[src/rtl/unet_io_pkg.sv]
// Shared constants and types for the UNET output packing path.
package unet_io_pkg;

   localparam int unsigned DEF_DATA_W    = 12;
   localparam int unsigned DEF_LANE_W    = 16;
   localparam int unsigned DEF_FRAME_LEN = 4096;

   // Keeps the pixel counter at least one bit wide for single-pixel frames.
   function automatic int unsigned idx_width(input int unsigned n);
      return (n > 1) ? $clog2(n) : 1;
   endfunction

   localparam int unsigned IDX_W = idx_width(DEF_FRAME_LEN);

   typedef enum logic {
      StLow  = 1'b0,
      StHigh = 1'b1
   } pack_state_e;

   // Beat record: {tlast, tkeep, tdata}.
   function automatic int unsigned beat_width(input int unsigned lane_w);
      return 2 * lane_w + (2 * lane_w) / 8 + 1;
   endfunction

endpackage

[src/rtl/unet_skid_fifo2.sv]
// Two-entry register FIFO; entry 0 is the head and drives dout directly.
module unet_skid_fifo2 #(
   parameter int unsigned WIDTH = 8
) (
   input  logic             clk,
   input  logic             rst,
   input  logic             push,
   input  logic             pop,
   input  logic [WIDTH-1:0] din,
   output logic [WIDTH-1:0] dout,
   output logic [1:0]       cnt
);

   logic [WIDTH-1:0] e0_q, e0_d;
   logic [WIDTH-1:0] e1_q, e1_d;
   logic [1:0]       cnt_q, cnt_d;

   always_comb begin
      e0_d  = e0_q;
      e1_d  = e1_q;
      cnt_d = cnt_q;
      unique case ({push, pop})
         2'b10: begin
            if (cnt_q == 2'd0) e0_d = din;
            else               e1_d = din;
            cnt_d = cnt_q + 2'd1;
         end
         2'b01: begin
            e0_d  = e1_q;
            e1_d  = '0;
            cnt_d = cnt_q - 2'd1;
         end
         2'b11: begin
            if (cnt_q == 2'd1) begin
               e0_d = din;
            end else begin
               e0_d = e1_q;
               e1_d = din;
            end
         end
         default: ;
      endcase
   end

   always_ff @(posedge clk or negedge rst) begin
      if (!rst) begin
         e0_q  <= '0;
         e1_q  <= '0;
         cnt_q <= 2'd0;
      end else begin
         e0_q  <= e0_d;
         e1_q  <= e1_d;
         cnt_q <= cnt_d;
      end
   end

   assign dout = e0_q;
   assign cnt  = cnt_q;

endmodule

[src/rtl/unet_out_packer.sv]
// Packs two zero-extended pixels per AXI4-Stream beat; odd frames end on a half-keep beat.
module unet_out_packer
   import unet_io_pkg::*;
#(
   parameter int unsigned DATA_W    = DEF_DATA_W,
   parameter int unsigned LANE_W    = DEF_LANE_W,
   parameter int unsigned FRAME_LEN = DEF_FRAME_LEN
) (
   input  logic                  clk,
   input  logic                  rst,
   input  logic [DATA_W-1:0]     in_dat,
   input  logic                  in_vld,
   output logic                  in_rdy,
   output logic [2*LANE_W-1:0]   m_tdata,
   output logic [2*LANE_W/8-1:0] m_tkeep,
   output logic                  m_tlast,
   output logic                  m_tvalid,
   input  logic                  m_tready,
   output logic                  frame_done
);

   localparam int unsigned KEEP_W = 2 * LANE_W / 8;
   localparam int unsigned BEAT_W = beat_width(LANE_W);
   localparam int unsigned IW     = idx_width(FRAME_LEN);
   localparam logic [IW-1:0] LAST_IDX = IW'(FRAME_LEN - 1);

   pack_state_e       state_q;
   logic [DATA_W-1:0] lane0_q;
   logic [IW-1:0]     pix_idx_q;
   logic              rdy_en_q;
   logic              frame_done_q;

   logic              at_last, push_on_accept, accept, push, pop;
   logic [1:0]        fifo_cnt;
   logic [LANE_W-1:0] lane_lo, lane_hi;
   logic [KEEP_W-1:0] keep;
   logic              last;
   logic [BEAT_W-1:0] beat_in, beat_out;

   assign at_last        = (pix_idx_q == LAST_IDX);
   assign push_on_accept = (state_q == StHigh) | at_last;
   // rdy_en_q holds in_rdy low through reset and releases it one edge later.
   assign in_rdy         = rdy_en_q & (!push_on_accept | (fifo_cnt != 2'd2));
   assign accept         = in_vld & in_rdy;
   assign push           = accept & push_on_accept;
   assign pop            = m_tvalid & m_tready;

   always_comb begin
      lane_lo = '0;
      lane_hi = '0;
      keep    = '0;
      last    = 1'b0;
      if (state_q == StHigh) begin
         lane_lo[DATA_W-1:0] = lane0_q;
         lane_hi[DATA_W-1:0] = in_dat;
         keep                = '1;
         last                = at_last;
      end else begin
         lane_lo[DATA_W-1:0]   = in_dat;
         keep[KEEP_W/2-1:0]    = '1;
         last                  = 1'b1;
      end
   end

   assign beat_in = {last, keep, lane_hi, lane_lo};

   always_ff @(posedge clk or negedge rst) begin
      if (!rst) begin
         state_q      <= StLow;
         lane0_q      <= '0;
         pix_idx_q    <= '0;
         rdy_en_q     <= 1'b0;
         frame_done_q <= 1'b0;
      end else begin
         rdy_en_q     <= 1'b1;
         frame_done_q <= pop & m_tlast;
         if (accept) begin
            pix_idx_q <= at_last ? '0 : pix_idx_q + IW'(1);
            if (state_q == StHigh) begin
               state_q <= StLow;
            end else if (!at_last) begin
               state_q <= StHigh;
               lane0_q <= in_dat;
            end
         end
      end
   end

   unet_skid_fifo2 #(
      .WIDTH (BEAT_W)
   ) u_fifo (
      .clk  (clk),
      .rst  (rst),
      .push (push),
      .pop  (pop),
      .din  (beat_in),
      .dout (beat_out),
      .cnt  (fifo_cnt)
   );

   assign m_tdata    = beat_out[2*LANE_W-1:0];
   assign m_tkeep    = beat_out[2*LANE_W +: KEEP_W];
   assign m_tlast    = beat_out[BEAT_W-1];
   assign m_tvalid   = (fifo_cnt != 2'd0);
   assign frame_done = frame_done_q;

endmodule

[config.mk]
export PLATFORM = sky130hd
export DESIGN_NAME = unet_out_packer
export DESIGN_NICKNAME = d
export VERILOG_FILES = /design/src/rtl/unet_io_pkg.sv /design/src/rtl/unet_skid_fifo2.sv /design/src/rtl/unet_out_packer.sv
export SDC_FILE = /design/constraint.sdc
export NUM_CORES = 1
export LEC_CHECK = 0
export CAP_MARGIN = 20
export CORE_MARGIN = 3
export CORE_UTILIZATION = 45
export DETAILED_ROUTE_END_ITERATION = 16
export DONT_BUFFER_PORTS = 1
export PLACE_DENSITY = 0.64
export SLEW_MARGIN = 20
export SYNTH_ARGS = -nofsm -noshare
export SYNTH_HDL_FRONTEND = slang
export SYNTH_SLANG_ARGS = --single-unit
[constraint.sdc]
create_clock -name clk -period 6.6 [get_ports clk]
set_clock_uncertainty 0.05 [all_clocks]
set_input_delay 1.32 -clock clk [delete_from_list [all_inputs] [get_ports clk]]
set_output_delay 1.32 -clock clk [all_outputs]
set_load 0.01 [all_outputs]
Word level (Yosys, flattened, before mapping)
Index checks and enable logic that the tools add are counted.
{ "totals": {"regBits": 103, "latchBits": 0, "ram_bits": 0, "romBits": 0, "input_bits": 16, "out_inout_bits": 40, "wordCells": 51, "mem_count": 0} }
{ "op_classes": {"add_sub_neg": 3, "n_mul": 0, "div_mod_pow": 0, "magnitude_cmp": 0, "n_eq_ne": 9, "shift": 0, "n_mux": 14, "n_bitwise": 9, "reduce_logical": 8} }
{ "ops": {"columns": ["cell", "count"], "rows": [
  ["one-hot mux 37 bit (3 select lines)", 2],
  ["2-to-1 mux 37 bit", 4],
  ["2-to-1 mux 12 bit", 3],
  ["adder 12 x 1 -> 12 bit, second input constant", 1],
  ["== test 12 bit, second input constant", 1],
  ["inequality test 2 bit, second input constant", 3],
  ["AND reduction 3 bit", 2],
  ["bitwise AND 1 bit", 5],
  ["== test 2 x 1 -> 1 bit, second input constant", 2],
  ["== test 2 bit, second input constant", 2],
  ["one-hot mux 2 bit (2 select lines)", 1],
  ["nonzero test 2 bit", 2],
  ["2-to-1 mux 1 bit", 3],
  ["nonzero test 3 bit", 1],
  ["adder 2 x 1 -> 2 bit, second input constant", 1],
  ["logical NOT 2 bit", 1],
  ["2-to-1 mux 2 bit", 1],
  ["inequality test 2 x 1 -> 1 bit, second input constant", 1],
  ["inverter 1 bit", 2],
  ["bitwise OR 1 bit", 2],
  ["AND reduction 2 bit", 1],
  ["subtractor 2 x 1 -> 2 bit, second input constant", 1],
  ["logical NOT 1 bit", 1]
]} }

Logic depth before layout (Yosys ltp)
{ "logic_depth": {"depth_word": 10, "mapped_depth": 13, "mapped_depth_nobuf": 10} }

Hierarchy
A second synthesis with hierarchy kept.
{ "hier_totals": {"cells_unflattened": 533, "hier_area_um2": 5236.3} }
{ "modules_own_cells": {"columns": ["mod", "instances", "cells_each", "area_per_inst_um2", "seq_area_each_um2"], "rows": [
  ["unet_skid_fifo2", 1, 396, 3747.3, 1901.8],
  ["unet_out_packer", 1, 137, 1488.9, 675.6]
]} }

Worst setup path before layout
Ideal clock, no wire load.
{ "synth_path": {"path_type": "input to register", "from": "in in_vld", "to": "reg u_fifo.e0_q[21] (netlist: u_fifo.dout[21])", "setup_ns": 0.125, "arrival_time_ns": 3.029, "t_required_ns": 6.425, "slack_ns": 3.397, "stages": 10, "n_path_buf": 2, "cell_sequence": "and3b_1 o21ai_0 inv_1 ha_1 nor2b_1 o21a_1 clkbuf_1 clkbuf_1 a22o_1 mux2_2"} }
{ "synth_via": {"elab_chain_len": 5, "elab_cells_between_ends": 9, "cone_classes": "eq/ne: 4; mux: 1; bitwise: 2; reduce/logical: 2"} }
{ "synth_rtl": {"columns": ["item", "line_no", "source"], "rows": [
  ["start: declaration", "unet_out_packer.sv:12", "input logic in_vld,"],
  ["bitwise AND 1 bit *", "unet_out_packer.sv:44", "assign accept = in_vld & in_rdy;"],
  ["bitwise AND 1 bit *", "unet_out_packer.sv:45", "assign push = accept & push_on_accept;"],
  ["== test 2 bit / == test 2 x 1 -> 1 bit (equally long branches)", "unet_skid_fifo2.sv:22", "unique case ({push, pop})"],
  ["inequality test 2 x 1 -> 1 bit (no line) / nonzero test 3 bit (equally long branches)", null, null],
  ["AND reduction 2 bit (no line)", null, null],
  ["end signal: assignment", "unet_skid_fifo2.sv:47", "e0_q <= '0;"],
  ["end signal: assignment", "unet_skid_fifo2.sv:51", "e0_q <= e0_d;"],
  ["end: declaration", "unet_skid_fifo2.sv:14", "logic [WIDTH-1:0] e0_q, e0_d;"]
]} }
Every way passes the cells marked *; elsewhere a longest branch is shown, timed or not.
A chain may end at the register's enable or synchronous reset.

Worst setup path after layout
{ "layout_path": {"from": "reg pix_idx_q[4]", "to": "reg u_fifo.e1_q[35]"} }
{ "layout_via": {"elab_chain_len": 10, "elab_cells_between_ends": 15, "cone_classes": "eq/ne: 6; mux: 1; bitwise: 5; reduce/logical: 3"} }
{ "layout_rtl": {"columns": ["item", "line_no", "source"], "rows": [
  ["start: declaration", "unet_out_packer.sv:29", "logic [IW-1:0] pix_idx_q;"],
  ["start signal: assignment", "unet_out_packer.sv:78", "pix_idx_q <= at_last ? '0 : pix_idx_q + IW'(1);"],
  ["== test 12 bit *", "unet_out_packer.sv:40", "assign at_last = (pix_idx_q == LAST_IDX);"],
  ["bitwise OR 1 bit *", "unet_out_packer.sv:41", "assign push_on_accept = (state_q == StHigh) | at_last;"],
  ["logical NOT 1 bit", "unet_out_packer.sv:43", "assign in_rdy = rdy_en_q & (!push_on_accept | (fifo_cnt != 2'd2));"],
  ["bitwise OR 1 bit", "unet_out_packer.sv:43", null],
  ["bitwise AND 1 bit", "unet_out_packer.sv:43", null],
  ["bitwise AND 1 bit", "unet_out_packer.sv:44", null],
  ["bitwise AND 1 bit *", "unet_out_packer.sv:45", null],
  ["== test 2 bit / == test 2 x 1 -> 1 bit (equally long branches)", "unet_skid_fifo2.sv:22", null],
  ["inequality test 2 bit (no line) / nonzero test 3 bit (equally long branches)", null, null],
  ["AND reduction 3 bit (no line)", null, null],
  ["end signal: assignment", "unet_skid_fifo2.sv:48", "e1_q <= '0;"],
  ["end signal: assignment", "unet_skid_fifo2.sv:52", "e1_q <= e1_d;"],
  ["end: declaration", "unet_skid_fifo2.sv:15", "logic [WIDTH-1:0] e1_q, e1_d;"]
]} }
Marks and branches as above.

==> results.md <==
STA:
- Based on the critical path, the design can be clocked at up to 0.270 GHz.
- The final max-slew violation count is 0.
- The count of endpoints failing hold in the final timing report is 0.
- Setup violations remaining at the end of the flow were counted as 0.
- The routed design could run at a clock period as short as 3.70 ns.
- The final cycle utilization of the critical path is a little under three fifths.
- The worst-case headroom to the max-slew limit is 28.7%.
- At the pin with the least slew margin, the transition time is approximately 1.1 ns.
- Setup total negative slack on the finished layout was measured at 0 ns.
- Setup repair after global routing left no endpoint under its margin.

Synth:
- Counting flops with a built-in enable in the synthesized netlist gives 0.
- The mean cell area of the mapped netlist is roughly 11 um2.
- The async set or reset register ratio after synthesis is 100%.
- Sequential cells were found to cover 51.8% of the synthesized design area.
- The total standard cell area after synthesis is approximately 4000 um2.
- The library cell with the largest summed area after synthesis is sky130_fd_sc_hd__dfrtp_1.
- The number of synthesis warnings is 0.
- By area the synthesized netlist is led by sky130_fd_sc_hd__dfrtp_1 52%, sky130_fd_sc_hd__mux2_2 11%, sky130_fd_sc_hd__nand2_1 4.8%.
- After technology mapping, the gate count stands at 350.
- The number of distinct library cells after synthesis is 44.
- The share of Yosys cell area claimed by the top area cell type is around half.
- Among all flip-flop cells after synthesis, the most frequent one is sky130_fd_sc_hd__dfrtp_1.
- The flip-flop and latch count after synthesis is 83.

Setup path:
- The largest single stage delay on the critical path is just over 0.7 ns.
- The most critical setup path has its startpoint at pix_idx_q[4]$_DFFE_PN0N_.
- The arrival time of data at the critical path endpoint is between 3 and 4 ns.
- Of all nets on the critical path, the largest fanout is 32.
- The startpoint of the worst register-to-register path is pix_idx_q[4]$_DFFE_PN0N_.
- The signal on the critical path passes through nand4_1, nor4_4, o21ai_0, inv_1, ha_1, nand2_1, nand2_1, buf_4, mux2_2.
- The cell with the largest stage delay on the worst path is sky130_fd_sc_hd__nand2_1.
- The capturing element type of the critical path is a flip-flop.
- The critical path contains buffers and inverters numbering 2 combined.
- The most numerous cell type found on the critical path is sky130_fd_sc_hd__nand2_1.
- The worst setup path is of the reg -> reg kind.
- The launching element type of the critical path is a flip-flop.
- The required time of the worst setup path is 6.78 ns.
- The family with the most delay on the worst path is simple AND/OR/NAND/NOR gates.

CTS:
- The root cell of the clock tree is sky130_fd_sc_hd__clkbuf_8.
- The maximum level of the CTS H-tree is 3.
- Gates resized during post-CTS repair numbered 0.
- Buffers inserted to repair hold after CTS numbered 0.
- Clock tree synthesis inserted a total of 9 buffers.
- TritonCTS built the clock tree.
- After clock tree synthesis, the clock-pin slew on the worst setup and hold paths is roughly 0.090 ns.
- The clock passes through at most 2 buffers.
- The clock sink count is 83.
- After clock tree synthesis, the setup repair step added 0 buffers.
- The clock reaches the later pin of the worst-skew pair after approximately 0.34 ns.

Power:
- Power spread over the standard cell area amounts to around 450 nW/um2.
- The overall power consumption is between 1.5 and 2 mW.
- The worst ir drop on vdd is roughly 160 uV.
- The analysis attributes to cell leakage a power of roughly 1.9 nW.

Finish:
- The post-route netlist has a little under a fifth of its cells at a drive strength greater than 1.
- The top cell types in the final layout, fill and taps aside, are 83 x sky130_fd_sc_hd__dfrtp_1, 51 x sky130_fd_sc_hd__nand2_1, 39 x sky130_fd_sc_hd__mux2_2.
- 0 antenna diodes ended up in the layout.
- The commonest non-fill, non-tap cell in the layout is sky130_fd_sc_hd__dfrtp_1.
- The area growth from synthesis to final layout is 5.64%.
- At the end of the flow, the number of nets in the layout was 365.

GRT:
- The total routing resource utilization after global routing is between 10% and 20%.
- The maximum number of pins on one net before global-route repair is 84.
- After global routing the overflow that remains totals 0.
- The first-pass GRT wire length is 13.3 mm.
- The initial antenna violation count is 0.
- The number of global-route vias before repair is 2492.

Routing:
- The DRC violations left is 0.
- The routed wirelength normalized by instance count is approximately 18 um.
- The first detailed-routing pass took 4 iterations.
- The antenna violation net count after detailed routing is 0.
- After the first detailed-routing iteration, the DRC count stood at 182.
- The via count of the routed design is 2601.
- The wire length reported by the detailed router is 8.22 mm.
- The via-per-instance ratio is approximately 5.8.

Die:
- Pin placement for this block handled 56 I/O pins.
- The die outline width is ~100 um.
- The overall die area is approximately 10000 um2.
- The initialized floorplan defines 33 standard-cell rows.
- The core region is 8420 um2.
- For this configuration, the core starts out at a cell density of 47.6%.
- The floorplan step set the die height to between 100 and 150 um.

Place:
- The HPWL after detailed placement is ~5.3 mm.
- The quantity of I/O buffers inserted on ports is 0.
- The placer congestion estimate is about 0.84.

Flow run:
- The max-capacitance violation count is 0.

Min path:
- The start point of the worst hold path is u_fifo.e1_q[9]$_DFFE_PN0P_.
- In this run the worst hold path is classified as reg -> reg.

Run status:
- The flow ran to the end, and the final reports show no timing, DRC or antenna violations.
[synthesized netlist by cell type, drive strengths merged (8+ instances only)]
cell,number
mux2,39
a22o,15
buf,16
o31ai,13
ha,8
inv,8
dfrtp,83
o2bb2ai,12
a21oi,8
clkbuf,14
o21ai,14
nand2,51
mux2i,18
[power breakdown]
group	internal (mW)	total [mW]	switching (mW)
registers	0.717	0.930	0.213
clock network	0.177	0.367	0.191
logic	0.284	0.590	0.306
total	1.18	1.89	0.710
[state kept, by name (all words and copies together), names as in the netlist]
name / flops
lane0_q: 12
pix_idx_q: 12
state_q: 1
rdy_en_q: 1
frame_done: 1
u_fifo.dout: 27
u_fifo.cnt: 2
u_fifo.e1_q: 27
[worst min-delay path, cell delays in order, from the launching register on]
cell and delay [ns]:
sky130_fd_sc_hd__dfrtp_1 0.35, sky130_fd_sc_hd__nand2_1 0.05, sky130_fd_sc_hd__o31ai_1 0.05
[layer usage]
| layer | vias up | routed length [um] | global-route usage (%) | part of all wire (%) |
|---|---|---|---|---|
| li1 | 1225 | - | - | - |
| met3 | 6 | 500 | 3.61 | 6.1 |
| met1 | 1297 | 3990 | 24.7 | 49 |
| met2 | 73 | 3660 | 24.1 | 45 |
| met5 | - | 0 | 0 | 0 |
| met4 | 0 | 72 | 5.49 | 0.88 |
[layout make-up]
| cell class | instances | area [um2] |
|---|---|---|
| fillers | 771 | 4180 |
| well taps | 105 | 131 |
| inverters | 8 | 30.0 |
| multi-input cells | 236 | 1780 |
| flip-flops and latches | 83 | 2080 |
| clock buffers | 9 | 124 |
| clock inverters | 7 | 78.8 |
| repair buffers | 3 | 22.5 |
[final timing paths]
path                                                     to  slack (ns)  depth (start not counted)
worst max-delay path            u_fifo.e1_q[35]$_DFFE_PN0P_        2.90                          9
worst min-delay path             u_fifo.e1_q[9]$_DFFE_PN0P_        0.43                          2
worst max register to register  u_fifo.e1_q[35]$_DFFE_PN0P_        2.90                          9
worst min register to register   u_fifo.e1_q[9]$_DFFE_PN0P_        0.43                          2
max in group asynchronous            lane0_q[5]$_DFFE_PN0P_        5.77                          0
min in group asynchronous          pix_idx_q[4]$_DFFE_PN0N_        0.61                          0
[cells by family (layout without fill, tap and decap cells)]
family,Yosys count,after routing,synth area share [%]
compound gates,74,74,14.0
simple gates,82,82,9.79
other cells,2,9,0.187
fa+ha+maj,8,8,2.49
flops,83,83,51.8
buf+inv,38,27,5.02
xor+xnor,6,6,1.31
mux,57,57,15.4
[stage by stage]
step                      instance area (um2)  cells  setup WS [ns]  hold slack, ns  utilization, %
after detailed placement                 4040    435           2.83           0.418            47.9
after CTS                                4240    451           2.93           0.437            50.3
final                                    4240    451           2.90           0.433            50.3
after global routing                     4240    451           2.60           0.460            50.3
after global placement                   4030    435           2.87           0.411            47.8
after floorplan                          4040    357           3.40           0.393               -
Power figures use the tool's default switching activity.
